--- src/rtl/bcpu_defs_pkg.sv ---
`default_nettype none
// ============================================================================
//  Module      : bcpu_defs (package)
//  Description : Shared grant encodings, host FSM states and slice helper
//                for the BCPU16 output bus arbiter.
//  Revision    : 1.0 - initial release
// ============================================================================
package bcpu_defs;

    localparam logic GRANT_CPU  = 1'b0;
    localparam logic GRANT_HOST = 1'b1;

    typedef enum logic [0:0] {
        H_EMPTY = 1'b0,
        H_PEND  = 1'b1
    } host_state_t;

    function automatic int obus_slices(input int obus_bits, input int data_width);
        return (obus_bits + data_width - 1) / data_width;
    endfunction

endpackage
`default_nettype wire

--- src/rtl/bcpu_obus_slice_wr.sv ---
`default_nettype none
// ============================================================================
//  Module      : bcpu_obus_slice_wr
//  Description : Combinational masked update of one output bus slice.
//  Revision    : 1.0 - initial release
// ============================================================================
module bcpu_obus_slice_wr #(
    parameter int WIDTH = 16
) (
    input  logic [WIDTH-1:0] i_cur,
    input  logic [WIDTH-1:0] i_data,
    input  logic [WIDTH-1:0] i_mask,
    input  logic             i_we,
    output logic [WIDTH-1:0] o_nxt
);

    assign o_nxt = i_we ? ((i_cur & ~i_mask) | (i_data & i_mask)) : i_cur;

endmodule
`default_nettype wire

--- src/rtl/bcpu_obus_arb.sv ---
`default_nettype none
// ============================================================================
//  Module      : bcpu_obus_arb
//  Description : OBUS register with round-robin shared write path between the
//                barrel pipeline OUT instruction and a host config port.
//  Revision    : 1.0 - initial release
// ============================================================================
module bcpu_obus_arb
    import bcpu_defs::*;
#(
    parameter int DATA_WIDTH     = 16,
    parameter int BUS_ADDR_WIDTH = 3,
    parameter int OBUS_BITS      = 4
) (
    input  logic                      CLK,
    input  logic                      RESET,
    input  logic                      CE,
    input  logic                      CPU_WR_EN,
    input  logic [BUS_ADDR_WIDTH-1:0] CPU_ADDR,
    input  logic [DATA_WIDTH-1:0]     CPU_DATA,
    input  logic [DATA_WIDTH-1:0]     CPU_MASK,
    output logic                      WAIT_REQUEST,
    input  logic                      HOST_VALID,
    output logic                      HOST_READY,
    input  logic [BUS_ADDR_WIDTH-1:0] HOST_ADDR,
    input  logic [DATA_WIDTH-1:0]     HOST_DATA,
    input  logic [DATA_WIDTH-1:0]     HOST_MASK,
    output logic [OBUS_BITS-1:0]      OBUS
);

    localparam int c_nslices = obus_slices(OBUS_BITS, DATA_WIDTH);
    localparam int c_last_w  = OBUS_BITS - (c_nslices - 1) * DATA_WIDTH;

    host_state_t               r_hstate;
    host_state_t               w_hstate_nxt;
    logic [BUS_ADDR_WIDTH-1:0] r_hbuf_addr;
    logic [DATA_WIDTH-1:0]     r_hbuf_data;
    logic [DATA_WIDTH-1:0]     r_hbuf_mask;
    logic                      r_last_grant;
    logic [OBUS_BITS-1:0]      r_obus;

    logic w_cpu_req;
    logic w_host_req;
    logic w_cpu_oor;
    logic w_host_oor;
    logic w_same_slice;
    logic w_conflict;
    logic w_cpu_gnt;
    logic w_host_gnt;
    logic w_host_accept;

    wire logic [OBUS_BITS-1:0] w_host_nxt;
    wire logic [OBUS_BITS-1:0] w_obus_nxt;

    assign w_cpu_req     = CE & CPU_WR_EN;
    assign w_host_req    = (r_hstate == H_PEND);
    assign w_host_accept = HOST_VALID & (r_hstate == H_EMPTY);

    // All out-of-range addresses alias to one virtual no-op slice.
    assign w_cpu_oor    = (int'(CPU_ADDR) >= c_nslices);
    assign w_host_oor   = (int'(r_hbuf_addr) >= c_nslices);
    assign w_same_slice = (w_cpu_oor & w_host_oor) | (CPU_ADDR == r_hbuf_addr);
    assign w_conflict   = w_cpu_req & w_host_req & w_same_slice;

    assign w_cpu_gnt  = w_cpu_req  & (~w_conflict | (r_last_grant == GRANT_HOST));
    assign w_host_gnt = w_host_req & (~w_conflict | (r_last_grant == GRANT_CPU));

    assign WAIT_REQUEST = w_cpu_req & ~w_cpu_gnt;
    assign HOST_READY   = (r_hstate == H_EMPTY);
    assign OBUS         = r_obus;

    always_comb begin
        w_hstate_nxt = r_hstate;
        case (r_hstate)
            H_EMPTY: if (HOST_VALID) w_hstate_nxt = H_PEND;
            H_PEND:  if (w_host_gnt) w_hstate_nxt = H_EMPTY;
            default: w_hstate_nxt = H_EMPTY;
        endcase
    end

    always_ff @(posedge CLK or posedge RESET) begin
        if (RESET) begin
            r_hstate <= H_EMPTY;
        end else begin
            r_hstate <= w_hstate_nxt;
        end
    end

    always_ff @(posedge CLK or posedge RESET) begin
        if (RESET) begin
            r_hbuf_addr  <= '0;
            r_hbuf_data  <= '0;
            r_hbuf_mask  <= '0;
            r_last_grant <= GRANT_HOST;
            r_obus       <= '0;
        end else begin
            if (w_host_accept) begin
                r_hbuf_addr <= HOST_ADDR;
                r_hbuf_data <= HOST_DATA;
                r_hbuf_mask <= HOST_MASK;
            end
            // A dual grant to different slices leaves the rotation alone.
            if (w_cpu_gnt && !w_host_gnt) begin
                r_last_grant <= GRANT_CPU;
            end else if (w_host_gnt && !w_cpu_gnt) begin
                r_last_grant <= GRANT_HOST;
            end
            r_obus <= w_obus_nxt;
        end
    end

    // Host update first, CPU second; both only meet in one slice when the
    // arbiter has already picked a single winner.
    for (genvar gi = 0; gi < c_nslices; gi++) begin : g_slice
        localparam int c_lo = gi * DATA_WIDTH;
        localparam int c_w  = (gi == c_nslices - 1) ? c_last_w : DATA_WIDTH;

        logic w_host_we;
        logic w_cpu_we;

        assign w_host_we = w_host_gnt & (int'(r_hbuf_addr) == gi);
        assign w_cpu_we  = w_cpu_gnt  & (int'(CPU_ADDR) == gi);

        bcpu_obus_slice_wr #(
            .WIDTH (c_w)
        ) u_host_wr (
            .i_cur  (r_obus[c_lo +: c_w]),
            .i_data (r_hbuf_data[c_w-1:0]),
            .i_mask (r_hbuf_mask[c_w-1:0]),
            .i_we   (w_host_we),
            .o_nxt  (w_host_nxt[c_lo +: c_w])
        );

        bcpu_obus_slice_wr #(
            .WIDTH (c_w)
        ) u_cpu_wr (
            .i_cur  (w_host_nxt[c_lo +: c_w]),
            .i_data (CPU_DATA[c_w-1:0]),
            .i_mask (CPU_MASK[c_w-1:0]),
            .i_we   (w_cpu_we),
            .o_nxt  (w_obus_nxt[c_lo +: c_w])
        );
    end

    // Data/mask bits above a partial last slice are intentionally dropped.
    if (c_last_w < DATA_WIDTH) begin : g_partial
        wire logic w_unused_hi = ^{CPU_DATA[DATA_WIDTH-1:c_last_w],
                                   CPU_MASK[DATA_WIDTH-1:c_last_w],
                                   r_hbuf_data[DATA_WIDTH-1:c_last_w],
                                   r_hbuf_mask[DATA_WIDTH-1:c_last_w]};
    end

endmodule
`default_nettype wire

--- config.mk ---
export PLATFORM = sky130hd
export DESIGN_NAME = bcpu_obus_arb
export DESIGN_NICKNAME = d
export VERILOG_FILES = /design/src/rtl/bcpu_defs_pkg.sv /design/src/rtl/bcpu_obus_slice_wr.sv /design/src/rtl/bcpu_obus_arb.sv
export SDC_FILE = /design/constraint.sdc
export NUM_CORES = 1
export LEC_CHECK = 0
export ABC_AREA = 1
export CAP_MARGIN = 20
export CORE_MARGIN = 4
export CORE_UTILIZATION = 31
export DETAILED_ROUTE_END_ITERATION = 10
export GPL_ROUTABILITY_DRIVEN = 0
export PLACE_DENSITY = 0.8
export SLEW_MARGIN = 20
export SYNTH_ARGS = -nofsm -noshare
export SYNTH_HDL_FRONTEND = slang
export SYNTH_SLANG_ARGS = --single-unit
--- constraint.sdc ---
create_clock -name CLK -period 1.9 [get_ports CLK]
set_clock_uncertainty 0.05 [all_clocks]
set_input_delay 0.475 -clock CLK [delete_from_list [all_inputs] [get_ports CLK]]
set_output_delay 0.475 -clock CLK [all_outputs]
set_load 0.02 [all_outputs]
# After elaboration in Yosys (flattened, before gate mapping)

Index checks and enable logic that the tools add are counted.

Add/sub/neg operators: 0
Multiply operators: 0
Divide/modulo/power cells: 0
Order comparisons: 2
Eq/ne operators: 1
Shift operators: 0
Multiplexer cells: 7
Bitwise gates (word level): 25
Reduce and logical (&&, ||, !) cells: 7

Operators by type and width:

| operator           | number |
|---|---|
| $and 4x4->4        | 4 |
| $and 1x1->1        | 10 |
| $mux 4             | 2 |
| $not 4->4          | 2 |
| $or 4x4->4         | 2 |
| $ge 3x1->1 const B | 2 |
| $logic_not 3->1    | 2 |
| $mux 1             | 4 |
| $not 1->1          | 4 |
| $eq 3x3->1         | 1 |
| $or 1x1->1         | 3 |
| $logic_and 1x1->1  | 2 |
| $logic_not 1->1    | 2 |
| $pmux 1 s2         | 1 |
| $reduce_bool 2->1  | 1 |

Flip-flop bits (word level): 17
Latch bits: 0
Bits in writable memories: 0
ROM bits: 0
Input bits: 75
Output and inout bits: 6
Logic and storage cells: 48
Memories: 0

# Logic depth before layout (Yosys ltp)

Gate-level depths: netlist of the first run.

Depth in word-level cells: 12
Gate-level depth with buffers: 12
Mapped depth without buffers: 12

# Hierarchy

From an unflattened synthesis of the first run, not the netlist that was laid out.

Cell total of the unflattened synthesis: 129
Area, all modules: 996.0 µm²

Modules (own cells, without submodules):

| module             | times used | cells each | area an instance (µm²) | sequential area each (µm²) |
|---|---|---|---|---|
| bcpu_obus_arb      | 1          | 71         | 753.2                  | 426.7 |
| bcpu_obus_slice_wr | 2          | 29         | 121.4                  | 0.0 |

# Worst setup path before layout of the first run

Ideal clock, no wire load.

Path kind: input to output
Start: in CPU_ADDR[0]
End: out WAIT_REQUEST
Data arrival time: 1.064 ns
Required time: 1.375 ns
Slack: 0.311 ns
Stages: 7
Path buffers: 0
Cells stage by stage: nand2_1 > nand2_1 > nor2_2 > nand2_2 > nand2_4 > nand3b_4 > inv_1

Longest elaborated chain between the ends: 9
Elaborated cells on any way between the ends: 10
Classes of those cells: order compare: 1; eq/ne: 1; bitwise: 8

Ends and longest elaborated chain:

| item               | line                | RTL |
|---|---|---|
| start: declaration | bcpu_obus_arb.sv:19 | `input logic [BUS_ADDR_WIDTH-1:0] CPU_ADDR,` |
| $ge 3x1->1         | bcpu_obus_arb.sv:60 | `assign w_cpu_oor = (int'(CPU_ADDR) >= c_nslices);` |
| $and 1x1->1        | bcpu_obus_arb.sv:62 | `assign w_same_slice = (w_cpu_oor & w_host_oor) \| (CPU_ADDR == r_hbuf_addr);` |
| $or 1x1->1 *       | bcpu_obus_arb.sv:62 |  |
| $and 1x1->1 *      | bcpu_obus_arb.sv:63 | `assign w_conflict = w_cpu_req & w_host_req & w_same_slice;` |
| $not 1->1 *        | bcpu_obus_arb.sv:65 | `assign w_cpu_gnt = w_cpu_req & (~w_conflict \| (r_last_grant == GRANT_HOST));` |
| $or 1x1->1 *       | bcpu_obus_arb.sv:65 |  |
| $and 1x1->1 *      | bcpu_obus_arb.sv:65 |  |
| $not 1->1 *        | bcpu_obus_arb.sv:68 | `assign WAIT_REQUEST = w_cpu_req & ~w_cpu_gnt;` |
| $and 1x1->1 *      | bcpu_obus_arb.sv:68 |  |
| end: declaration   | bcpu_obus_arb.sv:22 | `output logic WAIT_REQUEST,` |

Every way passes the cells marked *; elsewhere a longest branch is shown, timed or not.

# Worst setup path after layout of the first run

Same ends and word-level chain as after synthesis.

==> flow_summary.json, run 1 <==
{
  "drive_gt1_share_pct": 25.5,
  "drc": 0,
  "layout.nets": 238,
  "syn_area_per_cell_um2": 8.26,
  "clk_pin_slew_ns": 0.10,
  "tritoncts": "yes",
  "pwr_density_cell_nw_per_um2": 853,
  "reg2reg_depth": 11,
  "r2r_end": "r_last_grant",
  "max_slew_margin_pct": 82.1,
  "rsz0062_at_grt": "true",
  "worstSetupEndpointType": "output port",
  "worstSetupStartpointType": "input pin",
  "outcome": "completed",
  "drtIter0Drc": 27,
  "vias": 898,
  "setup.worst_path.class": "input pin to output port",
  "ant_nets": 0,
  "ir_worst_vdd_mv": 0.535,
  "numClockSinks": 17,
  "yosysSeqAreaShare_pct": 46.1,
  "layout.cells.most_common_list": "clkdlybuf4s50_1, nor2_1, nand2_1",
  "fp.coreArea_um2": 2810,
  "period_minus_slack_ns": 1.84,
  "finalWirelength_mm": 2.34,
  "crit_arrival_ns": 1.32,
  "viasPerCell": 4.68,
  "io_pins": 81,
  "root_buffer": "clkbuf_4",
  "final_common_cell": "clkdlybuf4s50_1",
  "dieWidth_um": 62.6,
  "worstMarginPinSlew_ns": 0.267,
  "die_y_um": 62.6,
  "place_area_um2": 1370,
  "clkLatencyLatePin_ns": 0.28,
  "drv_cap": 0,
  "fill_cells": 260,
  "r2r-start": "r_hbuf_addr[2]",
  "crit_required_ns": 1.37,
  "fin_crit_sh_pct": 97.0,
  "grt_usage_pct": 12.3,
  "synth_area_um2": 925,
  "h-tree-depth": 1,
  "cts_made_buffers": 3,
  "ys_warn_count": 0,
  "p_total_mw": 1.20,
  "synth_cells": 112,
  "clk_path_buf_depth": 2,
  "port-buffer-count": 32,
  "drv_slew": 0,
  "dp_hpwl_mm": 1.91,
  "finalHoldViolCount": 0,
  "fin_util_pct": 50.3,
  "die_area_um2": 3920,
  "diodes": 0,
  "synth_fp_nets": 188,
  "area_growth_pct": 52.5,
  "post_drt_wl_per_cell_um": 12.2,
  "max_clock_freq_mhz": 542,
  "firstDrtPassIters": 4,
  "stdcell_count": 192,
  "setup_viol": 0,
  "hold_class": "input pin to asynchronous set/reset pin",
  "grt_max_degree": 18,
  "synth-seq-cells": 17,
  "leakage_nw": 0.750,
  "hold_ws_ns": 0.439,
  "grt_first_pass_wirelength_mm": 3.93,
  "regToRegSetupSlack_ns": 0.23,
  "placed_cells": 186,
  "overflow": 0,
  "crit_fanout": 3,
  "first_global_vias": 966,
  "ctsHoldBuffers": 0,
  "ys_types": 20,
  "antenna_found_initial": 0,
  "finalInstanceArea_um2": 1410,
  "start_util_pct": 33.0,
  "rows": 19
}
[cell type report]
class / count / area (µm²) / area share [%]
Inverter: 18 / 67.6 / 4.79
Multi-Input combinational cell: 76 / 430 / 30.5
Timing Repair Buffer: 46 / 419 / 29.7
Clock inverter: 1 / 5.00 / 0.355
Sequential cell: 17 / 427 / 30.3
Clock buffer: 3 / 22.5 / 1.60
Tap cell: 31 / 38.8 / 2.75
[Yosys cell counts, drive strengths merged]
library cell	instances	share of area, %
nor2	26	13
nand2	25	12
inv	18	7.3
dfrtp	16	43
nand4	8	5.4
a21oi	7	3.8
mux2	4	4.9
nand3	2	2.4
o21ai	2	1.1
buf	1	0.54
dfstp	1	2.8
ha	1	1.4
nand3b	1	2.2
[logic make-up after synthesis]
family                     synth area share (%)
AOI/OAI and AO/OA                          4.87
adders and majority gates                  1.35
buffers and inverters                      7.85
DFF                                        46.1
muxes                                      4.87
and+or+nand+nor                            34.9
[power breakdown]
group / switching (mW) / internal [mW]
combinational: 0.248 / 0.248
sequential: 0.0555 / 0.463
clock: 0.110 / 0.0781
total: 0.414 / 0.789
[worst max-delay path, stage by stage]
cell	delay [ns]
dlygate4sd2_1	0.26
nand2_1	0.07
nand2_1	0.06
nor2_2	0.09
nand2_2	0.07
nand2_4	0.07
nand3b_4	0.07
inv_2	0.05
buf_6	0.10
[routing by layer]
metal,GRT usage [%],wire length [µm]
met5,0,0
met4,4.96,46
met3,3.78,119
met2,23.0,1270
met1,12.5,898
[sequential cells by signal, indices dropped and copies added (netlist names)]
signal / flops
r_hbuf_mask: 4
r_last_grant: 1
r_hbuf_data: 4
OBUS: 4
r_hbuf_addr: 3
r_hstate: 1
[repair_timing]
action	in CTS	in global routing
gates resized for setup	11	9
endpoints found under the hold margin	0	0
pin swaps	0	6
setup buffers	0	2
setup endpoints to repair	3	1
[worst max path at each step]
stage,end,cells past startpoint,from,slack (ns)
after floorplan,WAIT_REQUEST,7,CPU_ADDR[0],0.31
after global routing,WAIT_REQUEST,9,r_hbuf_addr[1],-0.02
after CTS,WAIT_REQUEST,6,CPU_WR_EN,-0.05
after detailed placement,WAIT_REQUEST,10,CPU_ADDR[2],-0.70
final,WAIT_REQUEST,9,CPU_ADDR[0],0.06
after global placement,WAIT_REQUEST,10,CPU_ADDR[2],-0.66
[per-stage QoR]
stage | setup TNS (ns) | worst slack, ns
after global routing | -0.0240 | -0.0240
after CTS | -0.0468 | -0.0468
final | 0 | 0.0561
after detailed placement | -1.81 | -0.700
after floorplan | 0 | 0.311
after global placement | -1.40 | -0.664
No activity file was read; power rests on OpenSTA's default activity.
==> run 2: changes to the inputs <==
--- a/config.mk
+++ b/config.mk
@@ -6,7 +6,7 @@
 export NUM_CORES = 1
 export LEC_CHECK = 0
 export ABC_AREA = 1
-export CAP_MARGIN = 20
+export CAP_MARGIN = 0
 export CORE_MARGIN = 4
 export CORE_UTILIZATION = 31
 export DETAILED_ROUTE_END_ITERATION = 10
==> results of run 2 <==
Same layout as run 1: the final DEF is identical, and so are final timing and power.
==> run 3: changes to the inputs <==
--- a/config.mk
+++ b/config.mk
@@ -12,6 +12,7 @@
 export DETAILED_ROUTE_END_ITERATION = 10
 export GPL_ROUTABILITY_DRIVEN = 0
 export PLACE_DENSITY = 0.8
+export RECOVER_POWER = 25
 export SLEW_MARGIN = 20
 export SYNTH_ARGS = -nofsm -noshare
 export SYNTH_HDL_FRONTEND = slang
==> constraint.sdc (replaced) <==
create_clock -name CLK -period 1.9 [get_ports CLK]
set_clock_uncertainty 0.05 [all_clocks]
set_input_delay 0.475 -clock CLK [delete_from_list [all_inputs] [get_ports CLK]]
set_output_delay 0.475 -clock CLK [all_outputs]
set_load 0.1 [all_outputs]
==> run 3 against run 2 <==
Register-to-register slack worse by 0.08 ns. Final cell count down 1.0%. Flip-flop and latch count unchanged. The run now ends with negative setup slack left. Maximum frequency down 5.6%. Via count down 2.6%. Clock power about the same. Global-route usage down 0.49 points. Core utilization up 2.1 points. Largest cell class is now buffers.
==> flow_summary.json, run 3 (synthesis results as in run 1) <==
{
  "dieWidth_um": 62.6,
  "pwr_density_cell_nw_per_um2": 1100,
  "layout.nets": 236,
  "die_area_um2": 3920,
  "worstSetupStartpointType": "register",
  "crit_required_ns": 1.37,
  "first_global_vias": 910,
  "rsz0062_at_grt": "true",
  "h-tree-depth": 1,
  "crit_arrival_ns": 1.43,
  "crit_fanout": 3,
  "root_buffer": "clkbuf_4",
  "drv_slew": 0,
  "numClockSinks": 17,
  "final_common_cell": "nor2_1",
  "violations": "negative setup slack",
  "setup_viol": 1,
  "ant_nets": 0,
  "viasPerCell": 4.61,
  "drc": 0,
  "layout.cells.most_common_list": "nor2_1, clkdlybuf4s50_1, nand2_1",
  "vias": 875,
  "grt_max_degree": 18,
  "firstDrtPassIters": 4,
  "overflow": 0,
  "grt_usage_pct": 11.8,
  "hold_class": "register to register",
  "ctsHoldBuffers": 0,
  "port-buffer-count": 32,
  "tritoncts": "yes",
  "leakage_nw": 0.740,
  "worst_slack_ns": -0.0534,
  "drv_cap": 0,
  "max_slew_margin_pct": 39.4,
  "fin_crit_sh_pct": 103,
  "clk_pin_slew_ns": 0.10,
  "drtIter0Drc": 21,
  "clk_path_buf_depth": 2,
  "worstMarginPinSlew_ns": 0.909,
  "post_drt_wl_per_cell_um": 11.5,
  "die_y_um": 62.6,
  "clkLatencyLatePin_ns": 0.29,
  "drive_gt1_share_pct": 27.0,
  "grt_first_pass_wirelength_mm": 3.74,
  "io_pins": 81,
  "ir_worst_vdd_mv": 0.812,
  "hold_ws_ns": 0.455,
  "start_util_pct": 33.0,
  "setup.worst_path.class": "register to output port",
  "worstSetupEndpointType": "output port",
  "cts_made_buffers": 3,
  "outcome": "complete, but fails checks",
  "diodes": 0,
  "antenna_found_initial": 0,
  "finalWirelength_mm": 2.19,
  "max_clock_freq_mhz": 512,
  "stdcell_count": 190,
  "fp.coreArea_um2": 2810,
  "area_growth_pct": 58.9,
  "period_minus_slack_ns": 1.95,
  "rows": 19,
  "finalHoldViolCount": 0,
  "placed_cells": 183,
  "setup_tns_ns": -0.0534,
  "pre_cts_ws_ns": -0.403,
  "dp_hpwl_mm": 1.78
}
-- run 3: timing repair --
item | CTS | global route
endpoints found under the hold margin | 0 | 0
endpoints found under the setup margin | 4 | 2
pin swaps | 8 | 4
resized for setup | 14 | 2
setup buffers | 3 | 0
-- run 3: through the flow --
stage          instance area, µm²  power (mW)  utilization [%]
3_3_place_gp                 1410        1.40             50.4
5_1_grt                      1470        1.69             52.4
2_1_floorplan                 931        1.07                -
3_5_place_dp                 1410        1.42             50.4
6_report                     1470        1.61             52.4
4_1_cts                      1460        1.62             52.1
-- run 3: worst paths after layout --
path,startpoint,endpoint,slack [ns],cells after the start
max in group asynchronous,RESET,r_hbuf_addr[0],0.42,3
hold / removal,r_last_grant,r_last_grant,0.45,2
hold reg to reg,r_last_grant,r_last_grant,0.45,2
min in group asynchronous,RESET,r_hbuf_data[3],0.82,3
setup / recovery,r_hbuf_addr[2],WAIT_REQUEST,-0.05,9
setup reg to reg,r_hbuf_addr[2],r_last_grant,0.15,14
-- run 3: worst max-delay path: stages (launching register included) --
cell        delay [ns]
dfrtp_1           0.37
inv_2             0.05
nand2_1           0.05
nand2_1           0.06
nor2_2            0.11
nand2_2           0.07
nand2_4           0.08
nand3b_4          0.09
clkinvlp_4        0.08
buf_12            0.16
-- run 3: layout make-up --
cell class / instances / area [µm²]
fill: 262 / 1340
clock buffer: 4 / 26.3
inverter: 18 / 73.8
sequential: 17 / 427
tap: 31 / 38.8
timing repair buffer: 44 / 460
multi-input combinational: 76 / 443
-- run 3: routing by layer --
layer	vias to the layer above	track usage (%)	part of all wire (%)
met1	406	12.9	41
met4	0	5.79	1.8
met3	4	3.42	5.4
li1	446	-	-
met5	-	0	0
met2	19	20.6	52
-- run 3: power by group --
part | leakage, nW | internal, mW | switching, mW
Sequential | 0.194 | 0.463 | 0.0856
Clock | 0.0150 | 0.0817 | 0.108
Combinational | 0.531 | 0.336 | 0.536
